===== config.mk =====
export PLATFORM = sky130hd
export DESIGN_NAME = snowv_aes_sched
export DESIGN_NICKNAME = d
export VERILOG_FILES = /design/src/rtl/snowv_aes_sched.sv
export SDC_FILE = /design/constraint.sdc
export NUM_CORES = 1
export LEC_CHECK = 0
export BUFFER_PORTS_ARGS = -buffer_cell sky130_fd_sc_hd__buf_2
export CAP_MARGIN = 20
export CORE_AREA = 5 5 498 500
export CTS_CLUSTER_SIZE = 30
export DETAILED_ROUTE_END_ITERATION = 10
export DIE_AREA = 0 0 503 505
export GPL_TIMING_DRIVEN = 0
export PLACE_DENSITY = 0.33
export SLEW_MARGIN = 20
export SYNTH_ARGS = -nofsm -noshare
export SYNTH_HDL_FRONTEND = slang
export SYNTH_SLANG_ARGS = --single-unit

===== constraint.sdc =====
create_clock -name clk -period 2.5 [get_ports clk]
set_input_delay 0.25 -clock clk [delete_from_list [all_inputs] [get_ports clk]]
set_output_delay 0.25 -clock clk [all_outputs]
set_load 0.03 [all_outputs]

===== src/rtl/snowv_aes_sched.sv =====
// snowv_aes_sched: runs the two SNOW-V AES round units back to back (R2new = AES(R1), then R3new = AES(R2))
// and shares one S-box word pair between them; a watchdog aborts if a unit never reports ready.
module snowv_aes_sched #(
  parameter int WDOG_MAX = 7
) (
  input  logic         clk,
  input  logic         reset_n,
  input  logic         req,
  input  logic [127:0] r1_i,
  input  logic [127:0] r2_i,
  output logic         ack,
  output logic         busy,
  output logic         done,
  output logic         err,
  output logic [127:0] r2_o,
  output logic [127:0] r3_o,
  output logic         a_start,
  output logic         b_start,
  output logic [127:0] a_block,
  output logic [127:0] b_block,
  input  logic         a_ready,
  input  logic         b_ready,
  input  logic [127:0] a_result,
  input  logic [127:0] b_result,
  input  logic [31:0]  a_sbox_req1,
  input  logic [31:0]  a_sbox_req2,
  input  logic [31:0]  b_sbox_req1,
  input  logic [31:0]  b_sbox_req2,
  output logic [31:0]  sbox_w1_o,
  output logic [31:0]  sbox_w2_o,
  input  logic [31:0]  sbox_w1_i,
  input  logic [31:0]  sbox_w2_i
);
  typedef enum logic [2:0] {IDLE, START_A, WAIT_A, START_B, WAIT_B, DONE} state_t;
  localparam logic [2:0] WD_LIM = 3'(WDOG_MAX);
  state_t       state_q;
  logic [2:0]   wd_q;
  logic [127:0] op_a_q, op_b_q, r2_q, r3_q;
  logic         busy_q, a_start_q, b_start_q, done_q;
  logic         in_wait, unit_ready, expire, owner_b;
  // S-box results are broadcast straight to the units at top level
  logic         unused_sbox;
  assign unused_sbox = ^{sbox_w1_i, sbox_w2_i};
  assign in_wait    = state_q == WAIT_A || state_q == WAIT_B;
  assign unit_ready = state_q == WAIT_A ? a_ready : b_ready;
  assign expire     = in_wait && !unit_ready && wd_q == WD_LIM;
  assign owner_b    = state_q == START_B || state_q == WAIT_B;
  assign ack        = reset_n && req && state_q == IDLE;
  assign err        = reset_n && expire;
  assign busy       = busy_q;
  assign done       = done_q;
  assign a_start    = a_start_q;
  assign b_start    = b_start_q;
  assign a_block    = op_a_q;
  assign b_block    = op_b_q;
  assign r2_o       = r2_q;
  assign r3_o       = r3_q;
  assign sbox_w1_o  = owner_b ? b_sbox_req1 : a_sbox_req1;
  assign sbox_w2_o  = owner_b ? b_sbox_req2 : a_sbox_req2;
  always_ff @(posedge clk) begin
    if (!reset_n) begin
      state_q   <= IDLE;
      wd_q      <= '0;
      op_a_q    <= '0;
      op_b_q    <= '0;
      r2_q      <= '0;
      r3_q      <= '0;
      busy_q    <= 1'b0;
      a_start_q <= 1'b0;
      b_start_q <= 1'b0;
      done_q    <= 1'b0;
    end else begin
      a_start_q <= 1'b0;
      b_start_q <= 1'b0;
      done_q    <= 1'b0;
      case (state_q)
        IDLE: if (req) begin
          op_a_q    <= r1_i;
          op_b_q    <= r2_i;
          wd_q      <= '0;
          busy_q    <= 1'b1;
          a_start_q <= 1'b1;
          state_q   <= START_A;
        end
        START_A: state_q <= WAIT_A;
        START_B: state_q <= WAIT_B;
        WAIT_A, WAIT_B: begin
          if (unit_ready) begin
            wd_q <= '0;
            if (state_q == WAIT_A) begin
              r2_q      <= a_result;
              b_start_q <= 1'b1;
              state_q   <= START_B;
            end else begin
              r3_q    <= b_result;
              done_q  <= 1'b1;
              state_q <= DONE;
            end
          end else if (expire) begin
            busy_q  <= 1'b0;
            state_q <= IDLE;
          end else begin
            wd_q <= wd_q + 3'd1;
          end
        end
        DONE: begin
          busy_q  <= 1'b0;
          state_q <= IDLE;
        end
        default: begin
          busy_q  <= 1'b0;
          state_q <= IDLE;
        end
      endcase
    end
  end
endmodule


# ---- After elaboration in Yosys (flattened, before gate mapping)
# Index checks and enable logic that the tools add are counted.
dict set report totals {
  rom_bits 0
  reg_bits 522
  wordCells 62
  mem_bits_rw 0
  latchBits 0
  n_memories 0
}
dict set report op_classes {
  div_mod_pow 0
  eq_ne 10
  mul 0
  muxes 19
  n_reduce_logical 20
  addsub 1
  n_lt_le_gt_ge 0
  n_bitwise 2
  n_shift 0
}
# operator n
set ops {}
lappend ops {{two-way mux 32 bit} 2}
lappend ops {{two-way mux 3 bit} 7}
lappend ops {{one-hot mux 3 bit (4 select lines)} 1}
lappend ops {{AND reduction 3 bit} 4}
lappend ops {{two-way mux 1 bit} 7}
lappend ops {{== test 3 x 2 -> 1 bit (second input constant)} 2}
lappend ops {{== test 3 bit (second input constant)} 2}
lappend ops {{inequality test 2 bit (second input constant)} 3}
lappend ops {{inequality test 3 bit (second input constant)} 2}
lappend ops {{one-hot mux 3 bit (2 select lines)} 1}
lappend ops {{AND reduction 2 bit} 3}
lappend ops {{logical AND 1 bit} 5}
lappend ops {{AND reduction 4 bit} 1}
lappend ops {{OR reduction 2 bit} 2}
lappend ops {{adder 3 x 1 -> 3 bit (second input constant)} 1}
lappend ops {{== test 3 x 1 -> 1 bit (second input constant)} 1}
lappend ops {{zero test 3 bit} 1}
lappend ops {{one-hot mux 1 bit (3 select lines)} 1}
lappend ops {{logical OR 1 bit} 2}
lappend ops {{NOT 1 bit} 2}
lappend ops {{nonzero test 2 bit} 1}
lappend ops {{zero test 1 bit} 1}

# ---- Longest topological paths before layout
dict set report logic_depth {
  word_depth 8
  ltp_mapped 7
  mapped_depth_nobuf 6
}

# ---- Least setup slack after synthesis
# Ideal clock, no wire load.
dict set report synth_path {
  path_kind {flip-flop to output port}
  start {reg state_q[1]}
  end {out sbox_w1_o[10]}
  path_buffers 2
  path_slack_ns 0.702
  arrival_time_ns 1.548
  stages_incl_launch_ff 7
  path_cell_list {dfxtp_1 buf_2 nor2_1 nand2_1 nand2_2 buf_2 mux2_2}
}
dict set report synth_between {
  elab_chain_len 3
  elab_cells_between_ends 4
}
# element line
set synth_rtl {}
lappend synth_rtl {{start: declaration} 36} ;# state_t state_q;
lappend synth_rtl {{start signal: assignment} 62} ;# state_q <= IDLE;
lappend synth_rtl {{start signal: assignment} 83} ;# state_q <= START_A;
lappend synth_rtl {{start signal: assignment} 85} ;# START_A: state_q <= WAIT_A;
lappend synth_rtl {{== test 3 x 2 -> 1 bit / == test 3 bit (equally long branches)} 47} ;# assign owner_b = state_q == START_B || state_q == WAIT_B;
lappend synth_rtl {{logical OR 1 bit (*)} 47}
lappend synth_rtl {{two-way mux 32 bit (*)} 58} ;# assign sbox_w1_o = owner_b ? b_sbox_req1 : a_sbox_req1;
lappend synth_rtl {{end: declaration} 29} ;# output logic [31:0] sbox_w1_o,
# Mark *: on every way between the ends. The rest lies on a longest branch, timed or not.

# ---- Final worst setup path
dict set report layout_path {
  start {reg state_q[1]}
  end {out sbox_w2_o[1]}
}
dict set report layout_between {
  elab_chain_len 3
  elab_cells_between_ends 4
}
# element line
set layout_rtl {}
lappend layout_rtl {{== test 3 x 2 -> 1 bit / == test 3 bit (equally long branches)} 47}
lappend layout_rtl {{logical OR 1 bit (*)} 47}
lappend layout_rtl {{two-way mux 32 bit (*)} 59} ;# assign sbox_w2_o = owner_b ? b_sbox_req2 : a_sbox_req2;
lappend layout_rtl {{end: declaration} 30} ;# output logic [31:0] sbox_w2_o,
# Marks and branches as above.

==> reports/qor.csv <==
metric;value;unit
final wirelength;181000;um
Syn-to-layout area delta;96.9;%
met2 Use GR;0.226;
Comb pwr share;0.199;
grt ovf;0;
met3 Use GR;0.0615;
initial antenna violation count;79;
register area;10500;um^2
largest family of logic cells by synthesized area;simple AND/OR/NAND/NOR gates;
Power Density;658;nW/um^2
share of layout cells above drive strength 1;0.366;
critical path type;flop to primary output;
Post-Synth XOR/XNOR Area;0;
hold_ws;0.148;ns
Multi-input gate area;9060;um^2
compound-cell area share of the yosys netlist;0.195;
CTS buffer count;75;
Finished Cell Area;39400;um^2
Worst R2R Start;state_q[0]$_SDFFE_PN0P_;
r2r setup slk;0.22;ns
Slew headroom;0.370;
Root Driver;clkbuf_16;
Synth Net Count;3062;
Synthesis Warnings;0;
P_sw;0.00798;W
reg2reg end;r3_o[55]$_SDFFE_PN0P_;
Hold Path End;state_q[1]$_SDFFE_PN0P_;
# IOs;1291;
Cells on Worst Hold Path;4;
Int Power;0.0179;W
post-route ant nets;0;
pre-CTS WS;-0.456;ns
library cells used by synthesis;28;
via count;23900;
crit-path most repeated cell;buf_8;
CP peak stage delay;0.37;ns
Yosys reg bits;522;
Bufs and invs on worst path;3;
CP max FO;5;
Fill cells;27700;
Area after DPL;30300;um^2
Worst Path Arrival;2.34;ns
core region area;243000;um^2
Setup Viol. Count Final;59;
hpwl dp;156000;um
CTS tree;built;
RSZ-0062 raised after global routing;true;
WL/cell;24.1;um
Sequential Power Share;0.345;
Remaining DRCs;0;
fmax;387;MHz
Hold Startpoint;a_ready;
Layout Skew;0.0275;ns
Seq/Total Area, Yosys;0.522;
clock buffer depth;3;
Die Ht;505;um
switching share of power;0.308;
vias in the first global route;25200;
Largest delay share family, worst path;buffers and inverters;
Initial Util;0.0825;
CP Capture Type;primary output;
cells along the critical path;nor2b_4 > nand2_4 > nand2_8 > buf_12 > buf_8 > mux2_4 > buf_8;
VDD IR max;0.417;mV
H-tree depth;3;
period utilization;1.03;
largest net degree at the start of global routing;19;
die area;254000;um^2
critical path's slowest cell;dfxtp_4;
GP Congestion;0.927;
worst slew pin tran;0.946;ns
Top Usage Layer GRT;met2;
TritonRoute pass-1 iters;5;
R2R depth;7;
worst-skew pair later-pin latency;0.69;ns
post-synthesis adder-cell area fraction;0.00125;
# rows;181;
WP data required;2.25;ns
GRT Resource Usage Total;0.136;
CP Launch Type;flop;
Avg Inst Size Synth;8.51;um^2
clock power share;0.457;
max-slew violations;0;
failing checks;negative setup slack;
die width;503;um
Synth Instances;2351;
mux cell area share after synthesis;0.0380;
leakage dissipation;16.9;nW
Max Cap Viol;0;
post-synthesis simple-gate area fraction;0.203;
min setup slack post-route;-0.0864;ns
final layout net count;4903;
status;complete, but fails checks;
Hold WC Path Type;primary input to flop;
clock-pin transition on the worst setup and hold timing paths;0.05;ns
DR vias/cell;3.19;
Initial DRC Count;893;
min Tclk post-route;2.59;ns
Syn Std Cell Area;20000;um^2
Final Hold Viols;0;
IO Port Bufs;1225;
Clock Sink Count;522;
M1 GR Usage;0.160;
first-pass GRT wire length;233000;um
-- layer usage --
layer	up-vias	routed length, um
met2	1061	82500
li1	11400	-
met4	28	4500
met5	-	184
met1	11200	74500
met3	210	19000
-- power by group through the flow --
stage	Clock (W)	Combinational, W	Sequential (W)
floorplan	0	0.00125	0.00985
global placement	0	0.00422	0.00909
detailed placement	0	0.00423	0.00911
CTS	0.0125	0.00530	0.00893
global route	0.0127	0.00550	0.00898
finish	0.0118	0.00515	0.00893
-- Yosys cell counts --
cell / instances / area (um^2)
a21boi_0: 272 / 2040
a21boi_1: 241 / 1810
a21oi_1: 3 / 15.0
a22oi_1: 1 / 7.51
and2_1: 5 / 31.3
and3_1: 1 / 6.26
and3b_1: 1 / 8.76
buf_2: 83 / 415
buf_4: 9 / 67.6
clkbuf_1: 87 / 327
dfxtp_1: 522 / 10500
ha_1: 2 / 25.0
mux2_2: 64 / 721
mux2i_1: 4 / 40.0
nand2_1: 1031 / 3870
nand2_2: 1 / 6.26
nand2b_1: 3 / 18.8
nand3_1: 2 / 10.0
nand3b_1: 2 / 15.0
nor2_1: 2 / 7.51
nor2b_1: 6 / 37.5
nor3b_1: 3 / 22.5
nor4b_4: 1 / 23.8
o211ai_1: 1 / 7.51
o21a_1: 1 / 7.51
o21ai_1: 1 / 5.00
o221a_2: 1 / 11.3
or3_1: 1 / 6.26
-- timing repair --
item | in CTS | in global routing
pin swaps | 6 | 3
hold endpoints to repair | 513 | 0
hold buffers | 513 | 0
cloned | 6 | 1
endpoints found under the setup margin | 234 | 134
resized for setup | 272 | 27
buffers inserted | 17 | 8
-- stage by stage --
step,setup TNS (ns),total power [W],std cells,util
floorplan,0,0.0111,2351,-
detailed placement,-46.11,0.0133,6782,0.125
global placement,-623.09,0.0133,6778,0.124
finish,-2.14,0.0259,7484,0.163
global route,-11.99,0.0272,7466,0.162
CTS,-13.91,0.0267,7449,0.162
-- worst register-to-register path, cell delays in order (launching register included) --
cell and delay, ns:
dfxtp_4 0.39, nor2_4 0.16, buf_4 0.14, and3_1 0.40, buf_2 0.43, buf_4 0.27, nand2_1 0.19, a21boi_0 0.23
-- cell families after synthesis --
group,Yosys count
compound gates,521
fa+ha+maj,2
buf+inv,179
flops,522
mux,68
simple gates,1059
-- area by class of cell --
class / instances / area share
Antenna cell: 33 / 0.00210
Buffer: 175 / 0.0233
Clock buffer: 100 / 0.0528
Clock inverter: 34 / 0.0151
Multi-Input combinational cell: 1651 / 0.230
Sequential cell: 522 / 0.265
Tap cell: 3202 / 0.102
Timing Repair Buffer: 1767 / 0.310
-- placed cells by master, fill, tap and decap left out, types with 4 or more instances in the layout --
master         count
a21boi_0         272
a21boi_1         241
and2_1             4
buf_12            16
buf_16             5
buf_2           1227
buf_4             23
buf_6             52
buf_8             17
bufinv_16         13
clkbuf_1          85
clkbuf_16         76
clkbuf_2          16
clkbuf_8          11
clkinv_2           8
clkinvlp_4         5
dfxtp_1          519
diode_2           33
dlygate4sd3_1    513
inv_6              4
mux2_4            64
mux2i_1            4
nand2_1         1029
nor2b_1            5
-- sequential cells by signal, summed over array words and instances, names as in the netlist --
name / cells
a_block: 128
a_start: 1
b_block: 128
b_start: 1
busy: 1
done: 1
r2_o: 128
r3_o: 128
state_q: 3
wd_q: 3
-- worst max-delay path by stage --
stage | slack, ns | depth (start not counted) | end | start
2_1_floorplan | 0.70 | 6 | sbox_w1_o[10] | state_q[1]$_SDFFE_PN0P_
3_3_place_gp | -2.06 | 4 | r2_o[127]$_SDFFE_PN0P_ | reset_n
3_5_place_dp | -0.46 | 7 | a_block[27]$_SDFFE_PN0P_ | state_q[1]$_SDFFE_PN0P_
4_1_cts | -0.30 | 8 | sbox_w1_o[7] | state_q[1]$_SDFFE_PN0P_
5_1_grt | -0.24 | 7 | sbox_w1_o[7] | state_q[1]$_SDFFE_PN0P_
6_report | -0.09 | 7 | sbox_w2_o[1] | state_q[1]$_SDFFE_PN0P_
Note: power is estimated with default switching activity, not from simulation.
